--- config.mk ---
export PLATFORM = sky130hd
export DESIGN_NAME = riscboy_ppu_sprite_sched
export DESIGN_NICKNAME = d
export VERILOG_FILES = /design/src/rtl/riscboy_ppu_sprite_sched_pkg.sv /design/src/rtl/riscboy_ppu_sprite_slotbuf.sv /design/src/rtl/riscboy_ppu_sprite_sched.sv
export SDC_FILE = /design/constraint.sdc
export NUM_CORES = 1
export LEC_CHECK = 0
export ABC_AREA = 0
export CAP_MARGIN = 20
export CORE_MARGIN = 8
export CORE_UTILIZATION = 49
export CTS_CLUSTER_DIAMETER = 150
export DETAILED_ROUTE_END_ITERATION = 8
export HOLD_SLACK_MARGIN = 0.08
export PLACE_DENSITY = 0.85
export SYNTH_ARGS = -nofsm -noshare
export SYNTH_HDL_FRONTEND = slang
export SYNTH_HIERARCHICAL = 1
export SYNTH_SLANG_ARGS = --single-unit
--- constraint.sdc ---
create_clock -name clk -period 3.2 [get_ports clk]
set_input_delay 0.64 -clock clk [delete_from_list [all_inputs] [get_ports clk]]
set_output_delay 0.64 -clock clk [all_outputs]
set_load 0.05 [all_outputs]
--- src/rtl/riscboy_ppu_sprite_sched_pkg.sv ---
// Shared PPU constants for the sprite scheduler: sprite-table word layout and FSM encodings.
package riscboy_ppu_sprite_sched_pkg;
    localparam int TW_X_LSB    = 0;
    localparam int TW_Y_LSB    = 9;
    localparam int TW_TILE_LSB = 18;
    localparam int TW_TILE_W   = 8;
    localparam int TW_EN_BIT   = 31;

    typedef enum logic [1:0] {
        ST_IDLE = 2'd0,
        ST_SCAN = 2'd1,
        ST_DONE = 2'd2
    } sched_state_t;
endpackage

--- src/rtl/riscboy_ppu_sprite_slotbuf.sv ---
// Shadow slots filled during a scan, live slots presented to the sprite AGU, and the fill pointer.
module riscboy_ppu_sprite_slotbuf
    import riscboy_ppu_sprite_sched_pkg::*;
#(
    parameter int W_COORD = 9,
    parameter int N_SLOT  = 8
) (
    input  logic                        clk,
    input  logic                        rst_n,
    input  logic                        i_clear,
    input  logic                        i_push,
    input  logic [W_COORD-1:0]          i_x,
    input  logic [W_COORD-1:0]          i_y,
    input  logic [TW_TILE_W-1:0]        i_tile,
    input  logic                        i_commit,
    input  logic                        i_kill,
    output logic                        o_full,
    output logic [N_SLOT*W_COORD-1:0]   o_pos_x,
    output logic [N_SLOT*W_COORD-1:0]   o_pos_y,
    output logic [N_SLOT*TW_TILE_W-1:0] o_tile,
    output logic [N_SLOT-1:0]           o_valid
);
    localparam int W_FILL = $clog2(N_SLOT + 1);

    logic [W_FILL-1:0] r_fill;

    assign o_full = (r_fill == W_FILL'(N_SLOT));

    always_ff @(posedge clk or negedge rst_n) begin
        if (!rst_n)
            r_fill <= '0;
        else if (i_clear)
            r_fill <= '0;
        else if (i_push && !o_full)
            r_fill <= r_fill + 1'b1;
    end

    for (genvar s = 0; s < N_SLOT; s++) begin : g_slot
        logic [W_COORD-1:0]   r_sh_x, r_sh_y, r_lv_x, r_lv_y;
        logic [TW_TILE_W-1:0] r_sh_t, r_lv_t;
        logic                 r_sh_v, r_lv_v;
        logic                 w_sel;

        assign w_sel = i_push && (r_fill == W_FILL'(s));

        always_ff @(posedge clk or negedge rst_n) begin
            if (!rst_n) begin
                r_sh_x <= '0; r_sh_y <= '0; r_sh_t <= '0; r_sh_v <= 1'b0;
                r_lv_x <= '0; r_lv_y <= '0; r_lv_t <= '0; r_lv_v <= 1'b0;
            end else begin
                if (i_clear) begin
                    r_sh_x <= '0; r_sh_y <= '0; r_sh_t <= '0; r_sh_v <= 1'b0;
                end else if (w_sel) begin
                    r_sh_x <= i_x; r_sh_y <= i_y; r_sh_t <= i_tile; r_sh_v <= 1'b1;
                end
                // Commit samples the shadow as it stood before this edge's clear/push.
                if (i_commit) begin
                    r_lv_x <= r_sh_x; r_lv_y <= r_sh_y; r_lv_t <= r_sh_t; r_lv_v <= r_sh_v;
                end else if (i_kill) begin
                    r_lv_v <= 1'b0;
                end
            end
        end

        assign o_pos_x[s*W_COORD +: W_COORD]     = r_lv_x;
        assign o_pos_y[s*W_COORD +: W_COORD]     = r_lv_y;
        assign o_tile[s*TW_TILE_W +: TW_TILE_W]  = r_lv_t;
        assign o_valid[s]                        = r_lv_v;
    end
endmodule

--- src/rtl/riscboy_ppu_sprite_sched.sv ---
// Sprite scheduler: scans the sprite table for one scanline and hands up to N_SLOT hits to the AGU.
module riscboy_ppu_sprite_sched
    import riscboy_ppu_sprite_sched_pkg::*;
#(
    parameter int W_COORD = 9,
    parameter int N_SLOT  = 8,
    parameter int N_TABLE = 64,
    parameter int W_IDX   = $clog2(N_TABLE)
) (
    input  logic                      clk,
    input  logic                      rst_n,
    input  logic                      en,
    input  logic                      line_start,
    input  logic                      line_swap,
    input  logic [W_COORD-1:0]        beam_y,
    input  logic                      cfg_sprite_tilesize,
    output logic                      table_ren,
    output logic [W_IDX-1:0]          table_raddr,
    input  logic [31:0]               table_rdata,
    output logic [N_SLOT*W_COORD-1:0] slot_pos_x,
    output logic [N_SLOT*W_COORD-1:0] slot_pos_y,
    output logic [N_SLOT*8-1:0]       slot_tile,
    output logic [N_SLOT-1:0]         slot_valid,
    output logic                      busy,
    output logic                      done,
    output logic                      overflow,
    output logic                      late
);
    localparam logic [W_IDX:0] CNT_END = (W_IDX+1)'(N_TABLE);

    sched_state_t r_state, w_state_nxt;
    logic [W_IDX:0]     r_cnt;
    logic               r_vld;
    logic [W_COORD-1:0] r_beam_y;
    logic               r_tilesize;
    logic               r_overflow, r_late;

    logic               w_start, w_ren, w_eval, w_last, w_hit, w_full;
    logic [W_COORD-1:0] w_x, w_y;
    logic [7:0]         w_tile;
    logic [W_COORD:0]   w_sum;

    assign w_start = line_start && en;
    assign w_ren   = (r_state == ST_SCAN) && (r_cnt < CNT_END);
    // r_vld marks table_rdata as belonging to a read issued in the current scan.
    assign w_eval  = (r_state == ST_SCAN) && r_vld && !w_start;
    assign w_last  = (r_cnt == CNT_END);

    assign w_x    = table_rdata[TW_X_LSB +: W_COORD];
    assign w_y    = table_rdata[TW_Y_LSB +: W_COORD];
    assign w_tile = table_rdata[TW_TILE_LSB +: TW_TILE_W];
    // One extra bit so beam_y near the top of the coordinate range cannot wrap into a hit.
    assign w_sum  = {1'b0, r_beam_y} + (r_tilesize ? (W_COORD+1)'(16) : (W_COORD+1)'(8));
    assign w_hit  = w_eval && table_rdata[TW_EN_BIT] && (r_beam_y < w_y)
                    && (w_sum >= {1'b0, w_y});

    always_comb begin
        w_state_nxt = r_state;
        case (r_state)
            ST_IDLE: if (w_start) w_state_nxt = ST_SCAN;
            ST_SCAN: begin
                if (w_start)
                    w_state_nxt = ST_SCAN;
                else if ((w_hit && w_full) || (w_eval && w_last))
                    w_state_nxt = ST_DONE;
            end
            ST_DONE: w_state_nxt = w_start ? ST_SCAN : ST_IDLE;
            default: w_state_nxt = ST_IDLE;
        endcase
    end

    always_ff @(posedge clk or negedge rst_n) begin
        if (!rst_n) begin
            r_state    <= ST_IDLE;
            r_cnt      <= '0;
            r_vld      <= 1'b0;
            r_beam_y   <= '0;
            r_tilesize <= 1'b0;
            r_overflow <= 1'b0;
            r_late     <= 1'b0;
        end else begin
            r_state <= w_state_nxt;
            r_vld   <= w_ren && !w_start;
            if (w_start) begin
                r_cnt      <= '0;
                r_beam_y   <= beam_y;
                r_tilesize <= cfg_sprite_tilesize;
                r_overflow <= 1'b0;
            end else begin
                if (w_ren)
                    r_cnt <= r_cnt + 1'b1;
                if (w_hit && w_full)
                    r_overflow <= 1'b1;
            end
            if (line_swap)
                r_late <= busy;
        end
    end

    riscboy_ppu_sprite_slotbuf #(
        .W_COORD (W_COORD),
        .N_SLOT  (N_SLOT)
    ) u_slotbuf (
        .clk      (clk),
        .rst_n    (rst_n),
        .i_clear  (w_start),
        .i_push   (w_hit && !w_full),
        .i_x      (w_x),
        .i_y      (w_y),
        .i_tile   (w_tile),
        .i_commit (line_swap && !busy),
        .i_kill   (line_swap && busy),
        .o_full   (w_full),
        .o_pos_x  (slot_pos_x),
        .o_pos_y  (slot_pos_y),
        .o_tile   (slot_tile),
        .o_valid  (slot_valid)
    );

    assign table_ren   = w_ren;
    assign table_raddr = r_cnt[W_IDX-1:0];
    assign busy        = (r_state != ST_IDLE);
    assign done        = (r_state == ST_DONE);
    assign overflow    = r_overflow;
    assign late        = r_late;
endmodule
### Word-level counts from Yosys, hierarchy flattened

Index checks and enable logic that the tools add are counted.

* add/subtract/negate cells: 3
* magnitude comparators: 3
* equality and inequality tests: 13
* muxes and demuxes: 85
* reductions and logical operators: 42

Operator list (number)
* 9-bit two-way mux: 32
* 8-bit two-way mux: 16
* 1-bit two-way mux: 28
* 2-bit nonzero test: 13
* 1-bit logical AND: 22
* 4-bit by 3-bit equality test with 1-bit output, second input constant: 4
* 7-bit two-way mux: 2
* 9-bit by 5-bit adder with 10-bit output: 1
* 10-bit by 9-bit greater-or-equal comparator with 1-bit output: 1
* 9-bit less-than comparator: 1
* 4-bit by 2-bit equality test with 1-bit output, second input constant: 2
* 4-bit two-way mux: 2
* 7-bit by 1-bit adder with 7-bit output, second input constant: 1
* 7-bit equality test, second input constant: 1
* 7-bit less-than comparator, second input constant: 1
* 2-bit two-way mux: 3
* 2-bit one-hot mux with 3 select lines: 1
* 5-bit two-way mux: 1
* 4-bit by 1-bit adder with 4-bit output, second input constant: 1
* 4-bit by 1-bit equality test with 1-bit output, second input constant: 1
* 4-bit equality test, second input constant: 1
* 4-bit zero test: 1
* 1-bit zero test: 3
* 3-bit by 2-bit inequality test with 1-bit output, second input constant: 1
* other kinds (6): 6

* register bits: 458
* input port bits: 47
* output and inout port bits: 227
* word-level logic and storage cells: 218

### Depth between registers and ports, before layout

* word-level depth: 11
* gate-level depth with buffers: 18
* depth with buffers taken out: 14

### By module

The synthesis kept the hierarchy.

By module, submodules not included
* riscboy_ppu_sprite_slotbuf: times used 1, cells an instance 1461, area an instance 17646.9 sq um, sequential area each 10910.5 sq um
* riscboy_ppu_sprite_sched: times used 1, cells an instance 173, area an instance 1521.5 sq um, sequential area each 550.5 sq um

### Least setup slack after synthesis

No wires, ideal clock.

* path kind: reg-to-reg
* from: reg r_tilesize
* to: reg u_slotbuf.g_slot[4].r_sh_y[4]
* library setup time: 0.078 ns
* data arrival time: 3.252 ns
* path slack: -0.130 ns
* cell stages (with the launch flop): 18
* buffers on the path: 4
* clock period less this slack: 3.330 ns
* path through: dfrtp_1 > inv_1 > ha_1 > fa_1 > and3_1 > xor2_1 > ha_1 > nand3_1 > nor4_1 > o311ai_2 > nor3_1 > buf_4 > buf_12 > and4b_1 > buf_6 > buf_12 > nand2_2 > a21oi_2

* cells in the longest elaborated chain, start to end: 7

Ends and longest elaborated chain
* from (decl): line riscboy_ppu_sprite_sched.sv:35 `logic r_tilesize;`
* from (signal assigned): line riscboy_ppu_sprite_sched.sv:87 `r_tilesize <= cfg_sprite_tilesize;`
* 5-bit two-way mux: line riscboy_ppu_sprite_sched.sv:53 `assign w_sum = {1'b0, r_beam_y} + (r_tilesize ? (W_COORD+1)'(16) : (W_COORD+1)'(8));`
* 9-bit by 5-bit adder with 10-bit output: line riscboy_ppu_sprite_sched.sv:53
* 10-bit by 9-bit greater-or-equal comparator with 1-bit output: line riscboy_ppu_sprite_sched.sv:55 `&& (w_sum >= {1'b0, w_y});`
* 1-bit logical AND: line riscboy_ppu_sprite_sched.sv:55
* 1-bit logical AND: line riscboy_ppu_sprite_sched.sv:107 `.i_push (w_hit && !w_full),`
* 1-bit logical AND: line riscboy_ppu_sprite_slotbuf.sv:44 `assign w_sel = i_push && (r_fill == W_FILL'(s));`
* 2-bit nonzero test (no line)
* to (signal assigned): line riscboy_ppu_sprite_slotbuf.sv:48 `r_sh_x <= '0; r_sh_y <= '0; r_sh_t <= '0; r_sh_v <= 1'b0;`
* to (signal assigned): line riscboy_ppu_sprite_slotbuf.sv:52 `r_sh_x <= '0; r_sh_y <= '0; r_sh_t <= '0; r_sh_v <= 1'b0;`
* to (signal assigned): line riscboy_ppu_sprite_slotbuf.sv:54 `r_sh_x <= i_x; r_sh_y <= i_y; r_sh_t <= i_tile; r_sh_v <= 1'b1;`
* to (decl): line riscboy_ppu_sprite_slotbuf.sv:39 `logic [W_COORD-1:0] r_sh_x, r_sh_y, r_lv_x, r_lv_y;`

Every way passes these cells.
A chain may end at the register's enable or synchronous reset.

### Worst setup path in the final report

* from: reg r_tilesize
* to: reg u_slotbuf.g_slot[3].r_sh_y[1]

* cells in the longest elaborated chain, start to end: 7

Ends and longest elaborated chain (line)
* 5-bit two-way mux: riscboy_ppu_sprite_sched.sv:53
* 9-bit by 5-bit adder with 10-bit output: riscboy_ppu_sprite_sched.sv:53
* 10-bit by 9-bit greater-or-equal comparator with 1-bit output: riscboy_ppu_sprite_sched.sv:55
* 1-bit logical AND: riscboy_ppu_sprite_sched.sv:55
* 1-bit logical AND: riscboy_ppu_sprite_sched.sv:107
* 1-bit logical AND: riscboy_ppu_sprite_slotbuf.sv:44
* 2-bit nonzero test (no line)
* to (signal assigned): riscboy_ppu_sprite_slotbuf.sv:48
* to (signal assigned): riscboy_ppu_sprite_slotbuf.sv:52
* to (signal assigned): riscboy_ppu_sprite_slotbuf.sv:54
* to (decl): riscboy_ppu_sprite_slotbuf.sv:39

Every way passes these cells.

==> run metrics <==
critical path endpoint category=flip-flop; syn_area_per_cell=~12 sq um; CTS Buf Count=47; Util after Layout=65.6%; FF-to-FF End=u_slotbuf/g_slot[3].r_sh_y[1]; largest family of logic cells by synthesized area=multiplexers; GR Util met1=29.5%; Final min period=~3.5 ns; Sw Pwr=3.26 mW; CTS tree=done; Tot Pwr=around 13 mW; fraction of registers with async set/reset=100%; die width=~210 microns; DRC Markers=0; status=complete, but fails checks; antenna diode count=0; Synth Area in Simple Gates=12.2%; Yosys cell types=50; via count=13.6k; register area share after synthesis=59.8%; drt wl/cell=23.0 microns; Nets=1981; Setup TNS=-34.41 ns; Static Leak=11.5 nW; core area=38600 sq um; #FFs+latches synth=458; Final Skew=0.0327 ns; reg-to-reg slack, setup=-0.27 ns; fraction of layout cells with a size suffix above 1=between 30% and 40%; DP HPWL=34.5 mm; Max VDD drop=0.527 mV; GRT Overall Usage=24.2%; final period utilization=108%; Worst Path Arrival=3.95 ns; clock latency on the worst-skew pair=a little under 0.6 ns; Least-Margin Pin Slew=0.911 ns; CTS H-Tree Depth=2; Place WS=-0.210 ns; Placed Instances=about 2.3k; DRT iter0 DRCs=880; switching part of the total power=25.5%; critical path class=reg -> reg; GR Overflow Total=0; clock share of power=41.8%; setup violators final=220; final hold vios=0; slowest CP cell=dfrtp_1; R2R cell count=17; FMAX=289 MHz; post-synthesis mux area share=~12%; Non-Filler Instances=~2.5k; worst setup margin=-0.265 ns; CTS Sinks=458; worst endpoint required time=3.68 ns; Clock Path Buffers=3; final antenna-violating net count=0; met2 usage=40.5%; Pins Over Slew Limit=0; most used cell, CP=buf_6; Hold WC Path Type=in -> async; maxcap violations=0; RePlAce Congestion=0.840; CTS clk-pin slew, worst paths=0.06 ns; Critical R2R Launch=r_tilesize; post-cts hold buffer count=0; Placed Instance Area=22400 sq um; vias per cell=5.51; Total Wirelength=56.6 mm; XOR/XNOR Fraction of Synth Area=0.457%; max_slew headroom=39.3%; die height=214 microns; Mapped Area=between 15000 and 20000 sq um; Synth Instances=between 1.5k and 2k; WHS=~0.077 ns; first-pass GRT wire length=around 84 mm; pwr dens=506 nW/um^2; Post-synth EDFFs=0; part of the power in registers=between 40 and 50%; effective utilization at floorplan=slightly below 50%; busiest grt layer=met2; final design instance area without fill=25400 sq um; RSZ-0062 raised after global routing=true; crit-path max FO=8; IO Pins=between 200 and 300; row count=72; root buffer cell=clkbuf_16; initial antenna violation count=0; fill count=between 2k and 3k; critical path's largest stage delay=0.40 ns; Critical Path, Cell by Cell=buf_6 -> ha_4 -> a21o_1 -> nand2_2 -> nor2_2 -> xor2_2 -> ha_1 -> nand3_2 -> nor4_4 -> o311ai_4 -> nor3_4 -> buf_6 -> and4bb_4 -> buf_6 -> clkbuf_16 -> nand2_1 -> a21oi_1; Synth Area in Adders=1.61%; Power Internal=approximately 9.6 mW; YS warnings=6; Synth Area in Compound Gates=8.01%; die area=45700 sq um; CP startpoint=r_tilesize; Syn Nets=~1.7k; TritonRoute pass-1 iters=5; Comb power frac=between 10% and 20%; Area growth, synth to finish=32.3%; met3 Track Usage GR=5.23%; largest net degree at the start of global routing=140; I/O Buffers=about 270; CP Launch Type=flip-flop; vias in the first global route=14.5k; violated checks=setup timing; Synth Flop Type=dfrtp_1
synthesized netlist by cell type, types with 2 or more instances:
cell | count | share of area, %
dfrtp_1 | 458 | 60
nand2_1 | 435 | 8.5
mux2_2 | 208 | 12
a21oi_1 | 147 | 3.8
a21oi_2 | 70 | 3.2
buf_2 | 50 | 1.3
buf_4 | 41 | 1.6
nor2_1 | 34 | 0.67
ha_1 | 23 | 1.5
nand2_2 | 20 | 0.65
inv_1 | 16 | 0.31
clkbuf_1 | 14 | 0.27
buf_8 | 13 | 1.0
buf_1 | 11 | 0.22
a22o_1 | 8 | 0.37
buf_6 | 8 | 0.47
xor2_1 | 8 | 0.37
o21ai_0 | 6 | 0.16
a21o_1 | 4 | 0.16
and4b_1 | 4 | 0.21
and4bb_2 | 4 | 0.26
buf_12 | 4 | 0.42
nand3_1 | 4 | 0.10
nand4_1 | 4 | 0.13
nand4b_4 | 4 | 0.50
nand4bb_1 | 4 | 0.23
nand2b_1 | 3 | 0.098
nor3_1 | 3 | 0.078
and3_1 | 2 | 0.065
nor2b_1 | 2 | 0.065
o21a_1 | 2 | 0.078
xnor2_1 | 2 | 0.091
worst max path at each step:
stage,to,slack [ns],cells past startpoint
global placement,u_slotbuf/g_slot[4].r_sh_t[3],-0.13,14
detailed placement,u_slotbuf/g_slot[4].r_sh_x[8],-0.21,15
global route,u_slotbuf/g_slot[3].r_sh_y[1],-0.45,17
floorplan,u_slotbuf/g_slot[4].r_sh_y[4],0.007,17
CTS,u_slotbuf/g_slot[3].r_sh_x[8],-0.20,17
finish,u_slotbuf/g_slot[3].r_sh_y[1],-0.27,17
layout by cell type, fill, tap and decap left out, types with 8 or more instances in the layout:
cell type / Yosys / routed
nand2_2: 20 / 67
inv_1: 16 / 14
clkbuf_1: 14 / 16
nand2_4: 0 / 55
nand2_1: 435 / 333
buf_6: 8 / 19
ha_1: 23 / 21
a22o_1: 8 / 8
clkdlybuf4s50_1: 0 / 267
buf_12: 4 / 34
dfrtp_1: 458 / 458
nor2_1: 34 / 30
a21oi_1: 147 / 88
buf_4: 41 / 37
a21oi_2: 70 / 129
mux2_2: 208 / 208
clkbuf_16: 0 / 51
kinds of logic (layout without fill, tap and decap cells):
group           after synthesis  in the layout
simple gates                534            534
flops                       458            458
compound gates              241            241
mux                         210            210
buf+inv                     157            467
fa+ha+maj                    24             24
xor+xnor                     10             10
power by group through the flow:
stage / clock (mW) / sequential [mW] / combinational, mW
2_1_floorplan: 0 / 6.27 / 0.547
3_3_place_gp: 0 / 6.16 / 1.10
3_5_place_dp: 0 / 6.17 / 1.13
4_1_cts: 5.45 / 6.07 / 1.29
5_1_grt: 5.69 / 6.11 / 1.47
6_report: 5.36 / 6.10 / 1.36
registers in the layout (all words and copies together) (netlist names):
signal	count
late	1
overflow	1
r_beam_y	9
r_cnt	7
r_state	2
r_tilesize	1
r_vld	1
u_slotbuf/g_slot.r_lv_t	64
u_slotbuf/g_slot.r_lv_v	8
u_slotbuf/g_slot.r_lv_x	72
u_slotbuf/g_slot.r_lv_y	72
u_slotbuf/g_slot.r_sh_t	64
u_slotbuf/g_slot.r_sh_v	8
u_slotbuf/g_slot.r_sh_x	72
u_slotbuf/g_slot.r_sh_y	72
u_slotbuf/r_fill	4
area by class of cell:
| type | instances | area, sq um | area share, % |
|---|---|---|---|
| well taps | 518 | 648 | 2.56 |
| repair buffers | 368 | 4130 | 16.3 |
| clock buffers | 71 | 1360 | 5.35 |
| clock inverters | 12 | 141 | 0.558 |
| inverters | 16 | 67.6 | 0.267 |
| multi-input cells | 1019 | 7540 | 29.8 |
| flip-flops and latches | 458 | 11500 | 45.2 |
repair_timing:
action	4_1_cts	5_1_grt
buffers inserted	13	14
pin swaps	48	80
cloned	13	3
setup endpoints to repair	217	220
resized for setup	118	162
critical path: cells and delay by family (launching register included):
| family | cells | cell delay, ns |
|---|---|---|
| AO/OA/AOI/OAI | 3 | 0.43 |
| AND/OR/NAND/NOR | 7 | 1.27 |
| adder cells (fa/ha/maj) | 2 | 0.61 |
| XOR/XNOR | 1 | 0.09 |
| buffers and inverters | 4 | 0.58 |
| flip-flops | 1 | 0.40 |
metal layers:
metal | part of all wire, % | routed length, microns
met5 | 0 | 0
met3 | 6.9 | 3920
met1 | 38 | 21800
met4 | 4.1 | 2300
met2 | 51 | 28700
Power figures use the tool's default switching activity.
